$ cat src/rtl/ps2_pkg.sv
// Shared PS/2 definitions: receive FSM encoding, frame length and default inter-edge timeout.
package ps2_pkg;

   typedef enum logic [1:0] {
      ST_IDLE  = 2'd0,
      ST_SHIFT = 2'd1,
      ST_CHECK = 2'd2
   } ps2_state_e;

   // start + 8 data + parity + stop
   localparam int PS2_FRAME_LEN   = 11;
   localparam int PS2_TIMEOUT_DEF = 50000;

endpackage

$ cat src/rtl/sync_fifo.sv
// Show-ahead synchronous FIFO; push/pop take effect on the next edge, simultaneous push+pop always succeeds.
// A push into a full FIFO without a pop is dropped and flagged on overflow_o in the same cycle.
module sync_fifo #(
   parameter int WIDTH = 8,
   parameter int DEPTH = 4
) (
   input  logic                     clk_i,
   input  logic                     rst_ni,
   input  logic                     push_i,
   input  logic [WIDTH-1:0]         push_dat_i,
   input  logic                     pop_i,
   output logic [WIDTH-1:0]         pop_dat_o,
   output logic                     empty_o,
   output logic                     full_o,
   output logic [$clog2(DEPTH):0]   count_o,
   output logic                     overflow_o
);
   localparam int AW = $clog2(DEPTH);

   logic [WIDTH-1:0] mem_q [DEPTH];
   logic [AW-1:0]    wr_ptr_q, rd_ptr_q;
   logic [AW:0]      cnt_q, cnt_d;
   logic             do_push, do_pop;

   assign empty_o    = (cnt_q == '0);
   assign full_o     = (cnt_q == (AW+1)'(DEPTH));
   assign count_o    = cnt_q;
   assign do_push    = push_i & (~full_o | pop_i);
   assign do_pop     = pop_i & ~empty_o;
   assign overflow_o = push_i & full_o & ~pop_i;
   assign pop_dat_o  = empty_o ? '0 : mem_q[rd_ptr_q];

   always_comb begin
      cnt_d = cnt_q;
      case ({do_push, do_pop})
         2'b10:   cnt_d = cnt_q + 1'b1;
         2'b01:   cnt_d = cnt_q - 1'b1;
         default: cnt_d = cnt_q;
      endcase
   end

   always_ff @(posedge clk_i or negedge rst_ni) begin
      if (!rst_ni) begin
         wr_ptr_q <= '0;
         rd_ptr_q <= '0;
         cnt_q    <= '0;
      end else begin
         if (do_push) wr_ptr_q <= wr_ptr_q + 1'b1;
         if (do_pop)  rd_ptr_q <= rd_ptr_q + 1'b1;
         cnt_q <= cnt_d;
      end
   end

   always_ff @(posedge clk_i) begin
      if (do_push) mem_q[wr_ptr_q] <= push_dat_i;
   end

endmodule

$ cat src/rtl/ps2_rx_fifo.sv
// PS/2 receiver: synchronised + glitch-filtered ps2clk, 11-bit frame capture and check, bytes buffered in sync_fifo.
// A good byte is pushed in the CHECK cycle (visible one edge later); a full FIFO drops it and pulses overflow.
module ps2_rx_fifo
   import ps2_pkg::*;
#(
   parameter int FILTER_LEN  = 8,
   parameter int FIFO_DEPTH  = 4,
   parameter int TIMEOUT_CYC = PS2_TIMEOUT_DEF
) (
   input  logic                          clk,
   input  logic                          reset_n,
   input  logic                          ps2clk,
   input  logic                          ps2data,
   input  logic                          rx_en,
   input  logic                          rd_en,
   output logic [7:0]                    dout,
   output logic                          empty,
   output logic                          full,
   output logic [$clog2(FIFO_DEPTH):0]   count,
   output logic                          frame_err,
   output logic                          overflow
);
   localparam int TW = $clog2(TIMEOUT_CYC + 1);

   logic [1:0]               clk_sync_q, data_sync_q;
   logic [FILTER_LEN-1:0]    filt_q;
   logic                     fclk_q, fclk_d, fclk_prev_q;
   logic                     fall;
   ps2_state_e               state_q, state_d;
   logic [3:0]               bitcnt_q, bitcnt_d;
   logic [PS2_FRAME_LEN-1:0] sr_q, sr_d;
   logic [TW-1:0]            tmo_q, tmo_d;
   logic                     frame_ok, push;

   // Line idles high, so everything in the clock path resets to ones.
   always_ff @(posedge clk or negedge reset_n) begin
      if (!reset_n) begin
         clk_sync_q  <= '1;
         data_sync_q <= '1;
         filt_q      <= '1;
         fclk_q      <= 1'b1;
         fclk_prev_q <= 1'b1;
      end else begin
         clk_sync_q  <= {clk_sync_q[0], ps2clk};
         data_sync_q <= {data_sync_q[0], ps2data};
         filt_q      <= {filt_q[FILTER_LEN-2:0], clk_sync_q[1]};
         fclk_q      <= fclk_d;
         fclk_prev_q <= fclk_q;
      end
   end

   always_comb begin
      fclk_d = fclk_q;
      if (&filt_q)       fclk_d = 1'b1;
      else if (~|filt_q) fclk_d = 1'b0;
   end

   assign fall = fclk_prev_q & ~fclk_q;

   // Bits enter at the MSB, so after 11 shifts sr_q = {stop, parity, D7..D0, start}.
   assign frame_ok = ~sr_q[0] & sr_q[PS2_FRAME_LEN-1] & (^sr_q[PS2_FRAME_LEN-2:1]);

   always_comb begin
      state_d   = state_q;
      bitcnt_d  = bitcnt_q;
      sr_d      = sr_q;
      tmo_d     = '0;
      push      = 1'b0;
      frame_err = 1'b0;
      unique case (state_q)
         ST_IDLE: begin
            if (fall && rx_en) begin
               state_d  = ST_SHIFT;
               sr_d     = {data_sync_q[1], sr_q[PS2_FRAME_LEN-1:1]};
               bitcnt_d = 4'(PS2_FRAME_LEN - 1);
            end
         end
         ST_SHIFT: begin
            if (fall) begin
               sr_d     = {data_sync_q[1], sr_q[PS2_FRAME_LEN-1:1]};
               bitcnt_d = bitcnt_q - 4'd1;
               if (bitcnt_q == 4'd1) state_d = ST_CHECK;
            end else if (tmo_q == TW'(TIMEOUT_CYC - 1)) begin
               state_d   = ST_IDLE;
               frame_err = 1'b1;
            end else begin
               tmo_d = tmo_q + 1'b1;
            end
         end
         ST_CHECK: begin
            state_d   = ST_IDLE;
            push      = frame_ok;
            frame_err = ~frame_ok;
         end
         default: state_d = ST_IDLE;
      endcase
   end

   always_ff @(posedge clk or negedge reset_n) begin
      if (!reset_n) begin
         state_q  <= ST_IDLE;
         bitcnt_q <= '0;
         sr_q     <= '0;
         tmo_q    <= '0;
      end else begin
         state_q  <= state_d;
         bitcnt_q <= bitcnt_d;
         sr_q     <= sr_d;
         tmo_q    <= tmo_d;
      end
   end

   sync_fifo #(
      .WIDTH (8),
      .DEPTH (FIFO_DEPTH)
   ) u_fifo (
      .clk_i      (clk),
      .rst_ni     (reset_n),
      .push_i     (push),
      .push_dat_i (sr_q[8:1]),
      .pop_i      (rd_en),
      .pop_dat_o  (dout),
      .empty_o    (empty),
      .full_o     (full),
      .count_o    (count),
      .overflow_o (overflow)
   );

endmodule

$ cat config.mk
export PLATFORM = sky130hd
export DESIGN_NAME = ps2_rx_fifo
export DESIGN_NICKNAME = d
export VERILOG_FILES = /design/src/rtl/ps2_pkg.sv /design/src/rtl/sync_fifo.sv /design/src/rtl/ps2_rx_fifo.sv
export SDC_FILE = /design/constraint.sdc
export NUM_CORES = 1
export LEC_CHECK = 0
export BUFFER_PORTS_ARGS = -buffer_cell sky130_fd_sc_hd__buf_2
export CAP_MARGIN = 20
export CORE_MARGIN = 2
export CORE_UTILIZATION = 30
export CTS_CLUSTER_SIZE = 8
export DETAILED_ROUTE_END_ITERATION = 12
export HOLD_SLACK_MARGIN = 0.1
export PLACE_DENSITY_LB_ADDON = 0.3
export SYNTH_ARGS = -nofsm -noshare
export SYNTH_HDL_FRONTEND = slang
export SYNTH_SLANG_ARGS = --single-unit
$ cat constraint.sdc
create_clock -name clk -period 2.8 [get_ports clk]
set_input_delay 0.28 -clock clk [delete_from_list [all_inputs] [get_ports clk]]
set_output_delay 0.28 -clock clk [all_outputs]
set_load 0.01 [all_outputs]
==> results.toml, run 1 <==
[power]
p_leak_nw = 1.76
combinationalPowerShare_pct = 22.8
vdd_ir_drop_max_mv = 0.366
power_density_nw_per_um2 = 829
internal_power_mw = 2.63
power_frac_clock_pct = 33.9
p_switching_mw = 1.01
seq_power_share_pct = 43.3
swShare_pct = 27.8
power.total_mw = 3.64

[grt]
grt_use_total_pct = 10.1
grt_pass1_vias = 2068
antenna_found_initial = 0
grt_overflow_total = 0
grt_pass1_wl_um = 10300
grt_max_degree = 46

[timing]
rsz0062_at_grt = "false"
worst_slew_pin_slew_ns = 0.612
slew_headroom_pct = 59.2
slew_viol_final = 0
fin_ws_ns = 0.240
fmax_ghz = 0.391
period_share_pct = 91.4
tns_ns = 0
finalWorstPathRequiredPeriod_ns = 2.56
finClkSkew_ns = 0.00544
hold_violations = 0
setup_viol = 0

[finish]
layout_commonest_cell = "dfrtp_1"
final_cell_mix = "38 x dfrtp_1, 32 x edfxtp_1, 25 x nor2_1"
final_nets = 319
stdcell_count = 474
syn_to_final_growth_pct = 18.0
drive_above_1_share_pct = 26.8
diodes = 0

[routing]
wirelength_um = 5920
dr.pass1.iters = 4
drt-initial-drc-count = 80
viasPerCell = 4.26
antenna_left = 0
via_count = 2019
wl_per_cell_um = 12.5
drc_errors = 0

[floorplan]
core_area_um2 = 12100
std_cell_rows = 40
start_util_pct = 30.9
dieArea_um2 = 13300
die_h_um = 115
num_io_pins = 21
fp.dieW_um = 115

[place]
globalplace.congestion = 0.727
place_inst = 454
portBuffers = 20
dp_slack_ns = 0.201
hpwlAfterDp_um = 3940

[clock_network]
cts_buffer_depth = 2
postCtsSetupBuffers = 0
cts_sinks = 86
cts_buffers = 9
cts_tree = "done"
clkSlewWorstSetupHoldPaths_ns = 0.06
root_buffer = "clkbuf_16"
insertion_delay_ns = 0.33
cts.htree.levels = 3

[setup_path]
ff2ff_path_depth = 11
reg2reg_to = "u_fifo.count_o[2]"
r2r-start = "sr_q[3]"
worst_ep_required_time_ns = 3.06
ff2ff_setup_slack_ns = 0.24
path_class = "flip-flop to flip-flop"
arrival_ns = 2.82
cp-start-kind = "flip-flop"
worst_setup_path_end_kind = "flip-flop"
path_max_fanout = 7

[min_path]
whs_path_depth = 3
hp-start = "rx_en"
min-delay-path-class = "input pin to flip-flop"
hold_end = "state_q[0]"

[yosys]
yosys_warnings = 0
syn_inst = 268
synthFlopType = "dfrtp_1"
synth-seq-cells = 86
syn_nets = 286
synthArstFlopShare_pct = 62.8
ys_seq_area_share_pct = 62.6
synth-edff-count = 32
ys_types = 42
syn_area_per_cell_um2 = 13.9
synthesis.area_um2 = 3720

[run_status]
status = "complete, no violations"

[job]
maxCapViolCount = 0
-- Yosys cell counts (2+ instances only) --
cell | count | area, um2
dfrtp_1 | 40 | 1000
edfxtp_1 | 32 | 961
nor2_1 | 25 | 93.8
nand3_1 | 15 | 75.1
dfstp_2 | 14 | 368
inv_1 | 13 | 48.8
nor2b_1 | 13 | 81.3
xor2_1 | 13 | 114
nand2_1 | 12 | 45.0
xnor2_1 | 12 | 105
ha_1 | 11 | 138
mux2_2 | 11 | 124
mux4_2 | 8 | 180
o21ai_0 | 5 | 25.0
and2_2 | 4 | 30.0
nor3_1 | 4 | 20.0
and4_1 | 3 | 26.3
buf_2 | 3 | 15.0
a21oi_1 | 2 | 10.0
and3_1 | 2 | 12.5
mux2i_1 | 2 | 20.0
nand2b_1 | 2 | 12.5
nand4_1 | 2 | 12.5
or3_1 | 2 | 12.5
-- area by class of cell --
cell class / count / area [um2]
flip-flops and latches: 86 / 2330
repair buffers: 28 / 180
well taps: 168 / 210
clock buffers: 10 / 229
inverters: 13 / 48.8
fillers: 1177 / 7670
clock inverters: 6 / 86.3
multi-input cells: 163 / 1310
-- worst max-delay path, cell delays in order (launching register included) --
cell and delay (ns):
dfrtp_2 0.44, xnor2_1 0.16, xnor3_1 0.42, xnor2_1 0.17, and4_1 0.23, inv_1 0.06, ha_1 0.17, inv_1 0.06
fa_1 0.37, xor2_1 0.15, nor2_1 0.11, xor2_1 0.15
-- power groups by stage --
stage          Combinational (mW)  Sequential (mW)  Clock [mW]
2_1_floorplan               0.656             1.52           0
5_1_grt                     0.930             1.61        1.33
3_3_place_gp                0.824             1.60           0
4_1_cts                     0.845             1.59        1.29
6_report                    0.829             1.58        1.24
3_5_place_dp                0.841             1.61           0
-- layer usage --
metal / vias up / wire length (um) / share of wire (%) / GRT usage [%]
met5: - / 0 / 0 / 0
met4: 0 / 75 / 1.3 / 4.66
met3: 8 / 248 / 4.2 / 3.37
met2: 25 / 2730 / 46 / 15.3
met1: 982 / 2870 / 48 / 13.2
li1: 1004 / - / - / -
-- registers in the layout, summed over array words and instances (netlist names) --
name / cells
fclk_q: 1
fclk_prev_q: 1
u_fifo.wr_ptr_q: 2
clk_sync_q: 2
sr_q: 11
bitcnt_q: 4
u_fifo.mem_q: 32
u_fifo.count_o: 3
state_q: 2
filt_q: 8
data_sync_q: 2
tmo_q: 16
u_fifo.rd_ptr_q: 2
-- worst max path at each step --
| stage | from | slack, ns | cells after the start | endpoint |
|---|---|---|---|---|
| after floorplan | sr_q[3] | 0.28 | 12 | u_fifo.count_o[2] |
| after global placement | sr_q[3] | 0.26 | 11 | u_fifo.count_o[2] |
| after detailed placement | sr_q[3] | 0.20 | 11 | u_fifo.count_o[2] |
| after CTS | sr_q[3] | 0.18 | 11 | u_fifo.count_o[2] |
| after global routing | sr_q[3] | 0.02 | 11 | u_fifo.count_o[2] |
| final | sr_q[3] | 0.24 | 11 | u_fifo.count_o[2] |
-- metrics by stage --
stage / hold slack, ns / utilization (%) / cell area, um2
final: 0.242 / 36.4 / 4390
after global routing: 0.240 / 36.4 / 4390
after CTS: 0.151 / 36.2 / 4360
after detailed placement: 0.347 / 33.4 / 4030
after global placement: 0.345 / 33.4 / 4030
after floorplan: -0.0156 / - / 3720
-- kinds of logic (layout without fill, tap and decap cells) --
logic type | after synthesis | in the layout | synth area share [%]
adders and majority gates | 12 | 12 | 4.24
buffers and inverters | 19 | 57 | 2.32
muxes | 22 | 22 | 9.11
AOI/OAI and AO/OA | 13 | 13 | 2.49
xor gates and xnor gates | 27 | 27 | 6.92
and+or+nand+nor | 89 | 89 | 12.3
DFF | 86 | 86 | 62.6
-- timing repair --
item                                    in CTS  in global routing
endpoints found under the hold margin        2                 40
gates resized for setup                      0                  2
hold buffers                                 2                  1
endpoints found under the setup margin       0                  1
Power figures use the tool's default switching activity.
==> run 2: changes to the inputs <==
--- a/config.mk
+++ b/config.mk
@@ -5,12 +5,12 @@
 export SDC_FILE = /design/constraint.sdc
 export NUM_CORES = 1
 export LEC_CHECK = 0
-export BUFFER_PORTS_ARGS = -buffer_cell sky130_fd_sc_hd__buf_2
+export ABC_AREA = 1
 export CAP_MARGIN = 20
 export CORE_MARGIN = 2
 export CORE_UTILIZATION = 30
-export CTS_CLUSTER_SIZE = 8
 export DETAILED_ROUTE_END_ITERATION = 12
+export DONT_BUFFER_PORTS = 1
 export HOLD_SLACK_MARGIN = 0.1
 export PLACE_DENSITY_LB_ADDON = 0.3
 export SYNTH_ARGS = -nofsm -noshare
==> run 2 against run 1 <==
Net effect:
- cell area grew 1.6%
- worst hold slack gained 0.015 ns
- combinational power increased by 47%
- sequential share of layout area decreased by 0.90 points
- die area rose by 4.0%
- fmax increased by 5.1%
- global-route usage is 0.95 points higher
- critical endpoint unchanged
==> results.toml, run 2 <==
[finish]
diodes = 0
syn_to_final_growth_pct = 15.1
layout_commonest_cell = "nand2_1"
drive_above_1_share_pct = 13.5
reg.largest.list = "u_fifo.mem_q (32), tmo_q (16), sr_q (11)"
regMostFlops = "u_fifo.mem_q"
stdcell_count = 586
largest_register_ff_count = 32
final_cell_mix = "69 x nand2_1, 60 x nor2_1, 46 x inv_1"
final_nets = 427

[yosys]
ys_seq_area_share_pct = 60.1
synth.most_common_cell = "nand2_1"
synth_compound_area_share_pct = 8.68
synth-edff-count = 32
synthSimpleGateAreaFrac_pct = 19.9
synth_common_cells = "69 x nand2_1, 60 x nor2_1, 46 x inv_1"
synth-adder-area-share_pct = 4.07
post_synth_mux_area_share_pct = 0
ys_types = 36
synthArstFlopShare_pct = 62.8
syn_inst = 394
synthesis.area_um2 = 3880
yosys_warnings = 0
synthFlopType = "dfrtp_1"
syn_nets = 412
synth-xor-area-share_pct = 1.58
syn_area_per_cell_um2 = 9.84
yosysTopAreaCell = "dfrtp_1"
synth_top_area_share_pct = 25.8
synth_area_leaders = "dfrtp_1 26%, edfxtp_1 25%, dfstp_2 9.5%, nand2_1 6.7%, nor2_1 5.8%"
synth_top_family_by_area = "simple AND/OR/NAND/NOR gates"
synth-seq-cells = 86

[clock_network]
insertion_delay_ns = 0.33
root_buffer = "clkbuf_16"
cts_buffers = 9
cts_resized = 0
cts_buffer_depth = 2
cts_sinks = 86
clkSlewWorstSetupHoldPaths_ns = 0.06
cts.htree.levels = 3
cts_tree = "done"
postCtsSetupBuffers = 0

[floorplan]
std_cell_rows = 41
num_io_pins = 21
core_area_um2 = 12600
dieArea_um2 = 13800
die_h_um = 118
start_util_pct = 30.7
fp.dieW_um = 118

[grt]
antenna_found_initial = 0
grt_pass1_wl_um = 12200
grt_use_total_pct = 11.1
grt_overflow_total = 0
grt_max_degree = 55
grt_pass1_vias = 2545

[place]
portBuffers = 0
globalplace.congestion = 0.765
place_inst = 566
hpwlAfterDp_um = 4690

[job]
maxCapViolCount = 0

[routing]
drt-initial-drc-count = 148
drc_errors = 0
antenna_left = 0
wirelength_um = 7110
wl_per_cell_um = 12.1
viasPerCell = 4.42
dr.pass1.iters = 4
via_count = 2590

[setup_path]
path_class = "flip-flop to flip-flop"
critPathMostFrequentCell = "nand2_1"
path_max_fanout = 8
cp_top_family = "simple AND/OR/NAND/NOR gates"
cp_num_buf_inv = 2
worst_setup_path_end_kind = "flip-flop"
cp_num_cells = 16
critical_path.max_stage_delay_ns = 0.46
ff2ff_path_depth = 16
critical_path.cell_chain = "inv_1 -> nand2_1 -> nand2_1 -> nand2_1 -> nand2_1 -> nand2_1 -> nand2_1 -> nand2_1 -> nand2_1 -> nand4_2 -> ha_1 -> inv_1 -> fa_1 -> a21oi_1 -> o21ai_0 -> xor2_1"
arrival_ns = 2.64
worst_ep_required_time_ns = 3.01
cp-start-kind = "flip-flop"
slowest_stage = "dfrtp_1"

[power]
combinationalPowerShare_pct = 29.2
seq_power_share_pct = 42.5
vdd_ir_drop_max_mv = 0.308
internal_power_mw = 2.63
swShare_pct = 36.8
power_frac_clock_pct = 28.2
power_density_nw_per_um2 = 934
p_switching_mw = 1.53
p_leak_nw = 1.82

[timing]
slew_viol_final = 0
setup_viol = 0
finalWorstPathRequiredPeriod_ns = 2.44
worst_slew_pin_slew_ns = 0.735
rsz0062_at_grt = "false"
tns_ns = 0
slew_headroom_pct = 50.9
fmax_ghz = 0.411
period_share_pct = 87.0
finClkSkew_ns = 0.00706
hold_violations = 0

[min_path]
min-delay-path-class = "input pin to flip-flop"
whs_path_depth = 3

[run_status]
status = "complete, no violations"
[run 2: cell types whose count changed after synthesis, sizes merged, moves of 12 or more]
| cell | previous run | this run |
|---|---|---|
| a21oi | 2 | 17 |
| nor2b | 13 | 0 |
| nor2 | 25 | 67 |
| nand2 | 12 | 72 |
| mux2 | 12 | 0 |
| inv | 13 | 49 |
| o21ai | 6 | 41 |
[run 2: cell type report]
cell class	instances	area, um2
fill	1306	8160
sequential	86	2330
multi-input combinational	252	1330
clock buffer	10	229
tap	172	215
inverter	50	188
timing repair buffer	10	103
clock inverter	6	71.3
[run 2: power groups by stage]
stage	registers, mW	logic [mW]	clock network (mW)
2_1_floorplan	1.68	1.02	0
3_3_place_gp	1.79	1.17	0
3_5_place_dp	1.80	1.20	0
4_1_cts	1.78	1.24	1.23
5_1_grt	1.81	1.42	1.28
6_report	1.77	1.22	1.18
[run 2: kinds of logic after synthesis]
family,after synthesis
flip-flops,86
buffers and inverters,56
XOR/XNOR,7
AND/OR/NAND/NOR,169
AO/OA/AOI/OAI,64
adder cells (fa/ha/maj),12
[run 2: final timing paths]
path                                from            endpoint  slack [ns]
max                              sr_q[6]   u_fifo.count_o[2]        0.36
min                                rd_en  u_fifo.rd_ptr_q[0]        0.26
max reg2reg                      sr_q[6]   u_fifo.count_o[2]        0.36
min reg2reg                clk_sync_q[0]       clk_sync_q[1]        0.36
max in group asynchronous        reset_n           filt_q[4]        2.05
min in group asynchronous        reset_n            tmo_q[9]        0.46
[run 2: metrics by stage]
step,utilization (%),worst slack [ns],power (mW),hold slack [ns],area (um2)
after floorplan,-,0.546,2.70,-0.0156,3880
after global placement,32.5,0.486,2.96,-0.0126,4110
after detailed placement,32.5,0.425,3.00,-0.0125,4110
after CTS,35.4,0.388,4.24,0.244,4460
after global routing,35.4,0.0929,4.50,0.275,4460
final,35.4,0.365,4.17,0.257,4460
[run 2: routing by layer]
layer | vias to the layer above | global-route usage (%) | routed length, um
met5 | - | 0 | 0
met4 | 0 | 4.07 | 34
met3 | 4 | 3.63 | 258
met2 | 29 | 18.0 | 3430
met1 | 1232 | 13.7 | 3380
li1 | 1325 | - | -
[run 2: what timing repair did]
| item | in CTS | in global routing |
|---|---|---|
| endpoints found under the setup margin | 0 | 0 |
| hold buffers | 4 | 0 |
| endpoints found under the hold margin | 56 | 0 |
[run 2: worst min-delay path: cells and delay by family]
kind                      cells  cell delay, ns
buffers and inverters         1            0.06
and+or+nand+nor               1            0.08
xor gates and xnor gates      1            0.12
==> run 3: changes to the inputs <==
--- a/config.mk
+++ b/config.mk
@@ -6,11 +6,11 @@
 export NUM_CORES = 1
 export LEC_CHECK = 0
 export ABC_AREA = 1
+export BUFFER_PORTS_ARGS = -buffer_cell sky130_fd_sc_hd__buf_2
 export CAP_MARGIN = 20
 export CORE_MARGIN = 2
 export CORE_UTILIZATION = 30
 export DETAILED_ROUTE_END_ITERATION = 12
-export DONT_BUFFER_PORTS = 1
 export HOLD_SLACK_MARGIN = 0.1
 export PLACE_DENSITY_LB_ADDON = 0.3
 export SYNTH_ARGS = -nofsm -noshare
==> run 3 against run 2 <==
Net effect:
- clock power decreased by 3%
- wire length up 2.5%
- sequential cell count did not move
- core utilization up 0.70 points
- sequential power down 2%
- fmax grew 1.8%
- cell area is 2.0% higher
- via count grew 3.4%
- critical path depth did not move
- die area stayed put
- largest power group unchanged
- highest routed layer unchanged
==> results.toml, run 3 (synthesized netlist as in run 2, its figures left out) <==
[clock_network]
cts_sinks = 86
clkSlewWorstSetupHoldPaths_ns = 0.06
cts.htree.levels = 3
insertion_delay_ns = 0.34
cts_buffers = 9
root_buffer = "clkbuf_16"
postCtsSetupBuffers = 0
cts_buffer_depth = 2
cts_tree = "done"

[min_path]
whs_path_depth = 0
min-delay-path-class = "flip-flop to flip-flop"
hp-start = "data_sync_q[0]"
hold_end = "data_sync_q[1]"

[setup_path]
worst_setup_path_end_kind = "flip-flop"
reg2reg_to = "u_fifo.count_o[2]"
cp-start-kind = "flip-flop"
critical_path.cell_chain = "inv_1 -> nand2_1 -> nand2_1 -> nand2_1 -> nand2_1 -> nand2_1 -> nand2_1 -> nand2_1 -> nand2_1 -> nand4_2 -> ha_1 -> inv_1 -> fa_1 -> a21oi_1 -> o21ai_0 -> xor2_1"
path_class = "flip-flop to flip-flop"
critPathMostFrequentCell = "nand2_1"
worst_ep_required_time_ns = 3.01
ff2ff_path_depth = 16
slowest_stage = "dfrtp_1"
ff2ff_setup_slack_ns = 0.41
cp_num_buf_inv = 2
r2r-start = "sr_q[7]"
path_max_fanout = 8
arrival_ns = 2.61
critical_path.max_stage_delay_ns = 0.45
cp_top_family = "simple AND/OR/NAND/NOR gates"

[grt]
grt_pass1_vias = 2652
grt_pass1_wl_um = 12600
grt_max_degree = 24
grt_use_total_pct = 11.4
antenna_found_initial = 0
grt_overflow_total = 0

[floorplan]
fp.dieW_um = 118
num_io_pins = 21
die_h_um = 118
start_util_pct = 30.7
dieArea_um2 = 13800
std_cell_rows = 41
core_area_um2 = 12600

[power]
vdd_ir_drop_max_mv = 0.423
power_density_nw_per_um2 = 933
p_leak_nw = 1.92

[routing]
drt-initial-drc-count = 125
wirelength_um = 7290
antenna_left = 0
wl_per_cell_um = 12.0
dr.pass1.iters = 4
viasPerCell = 4.41
via_count = 2679
drc_errors = 0

[timing]
fmax_ghz = 0.418
hold_violations = 0
rsz0062_at_grt = "false"
finalWorstPathRequiredPeriod_ns = 2.39
tns_ns = 0
worst_slew_pin_slew_ns = 0.742
finClkSkew_ns = 0.00638
slew_viol_final = 0
slew_headroom_pct = 50.4
setup_viol = 0
period_share_pct = 85.4

[place]
globalplace.congestion = 0.749
portBuffers = 20
hpwlAfterDp_um = 5010

[finish]
largest_register_ff_count = 32
reg.largest.list = "u_fifo.mem_q (32), tmo_q (16), sr_q (11)"
regMostFlops = "u_fifo.mem_q"
diodes = 0
layout_commonest_cell = "nand2_1"
drive_above_1_share_pct = 18.1
final_util_pct = 36.1
final_nets = 449
final_cell_mix = "69 x nand2_1, 60 x nor2_1, 46 x inv_1"
syn_to_final_growth_pct = 17.4

[job]
maxCapViolCount = 0

[run_status]
status = "complete, no violations"
-- run 3: layout make-up --
| cell class | instances | area [um2] |
|---|---|---|
| well taps | 172 | 215 |
| fillers | 1298 | 8070 |
| flip-flops and latches | 86 | 2330 |
| multi-input cells | 252 | 1330 |
| repair buffers | 32 | 198 |
| clock inverters | 5 | 41.3 |
| inverters | 50 | 188 |
| clock buffers | 11 | 253 |
-- run 3: timing repair --
| item | in CTS | in global routing |
|---|---|---|
| hold buffers | 3 | 0 |
| endpoints found under the hold margin | 20 | 0 |
| resized for setup | 0 | 0 |
| endpoints found under the setup margin | 0 | 0 |
-- run 3: worst max-delay path by stage --
stage | startpoint | to | slack (ns) | cells past startpoint
detailed placement | sr_q[7] | u_fifo.count_o[2] | 0.43 | 16
global route | sr_q[5] | u_fifo.count_o[2] | 0.18 | 16
finish | sr_q[7] | u_fifo.count_o[2] | 0.41 | 16
CTS | sr_q[7] | u_fifo.count_o[2] | 0.42 | 16
global placement | sr_q[8] | u_fifo.count_o[2] | 0.53 | 16
floorplan | u_fifo.count_o[1] | u_fifo.count_o[2] | 0.55 | 9
-- run 3: power breakdown --
group | switching [mW] | internal (mW)
Clock | 0.484 | 0.657
Sequential | 0.196 | 1.53
Combinational | 0.880 | 0.501
Total | 1.56 | 2.69
-- run 3: routing by layer --
metal / global-route usage [%] / wire (um) / vias to the layer above
met2: 19.1 / 3410 / 39
li1: - / - / 1365
met5: 0 / 0 / -
met4: 4.29 / 145 / 0
met3: 3.25 / 268 / 14
met1: 13.9 / 3460 / 1261
-- run 3: metrics by stage --
step	worst slack [ns]	hold slack (ns)	total power, mW	instances	cell area [um2]
final	0.408	0.353	4.25	608	4550
after global placement	0.532	0.306	3.10	589	4230
after detailed placement	0.429	0.312	3.14	589	4230
after global routing	0.178	0.357	4.58	608	4550
after CTS	0.419	0.347	4.31	608	4550
after floorplan	0.546	-0.0156	2.70	394	3880
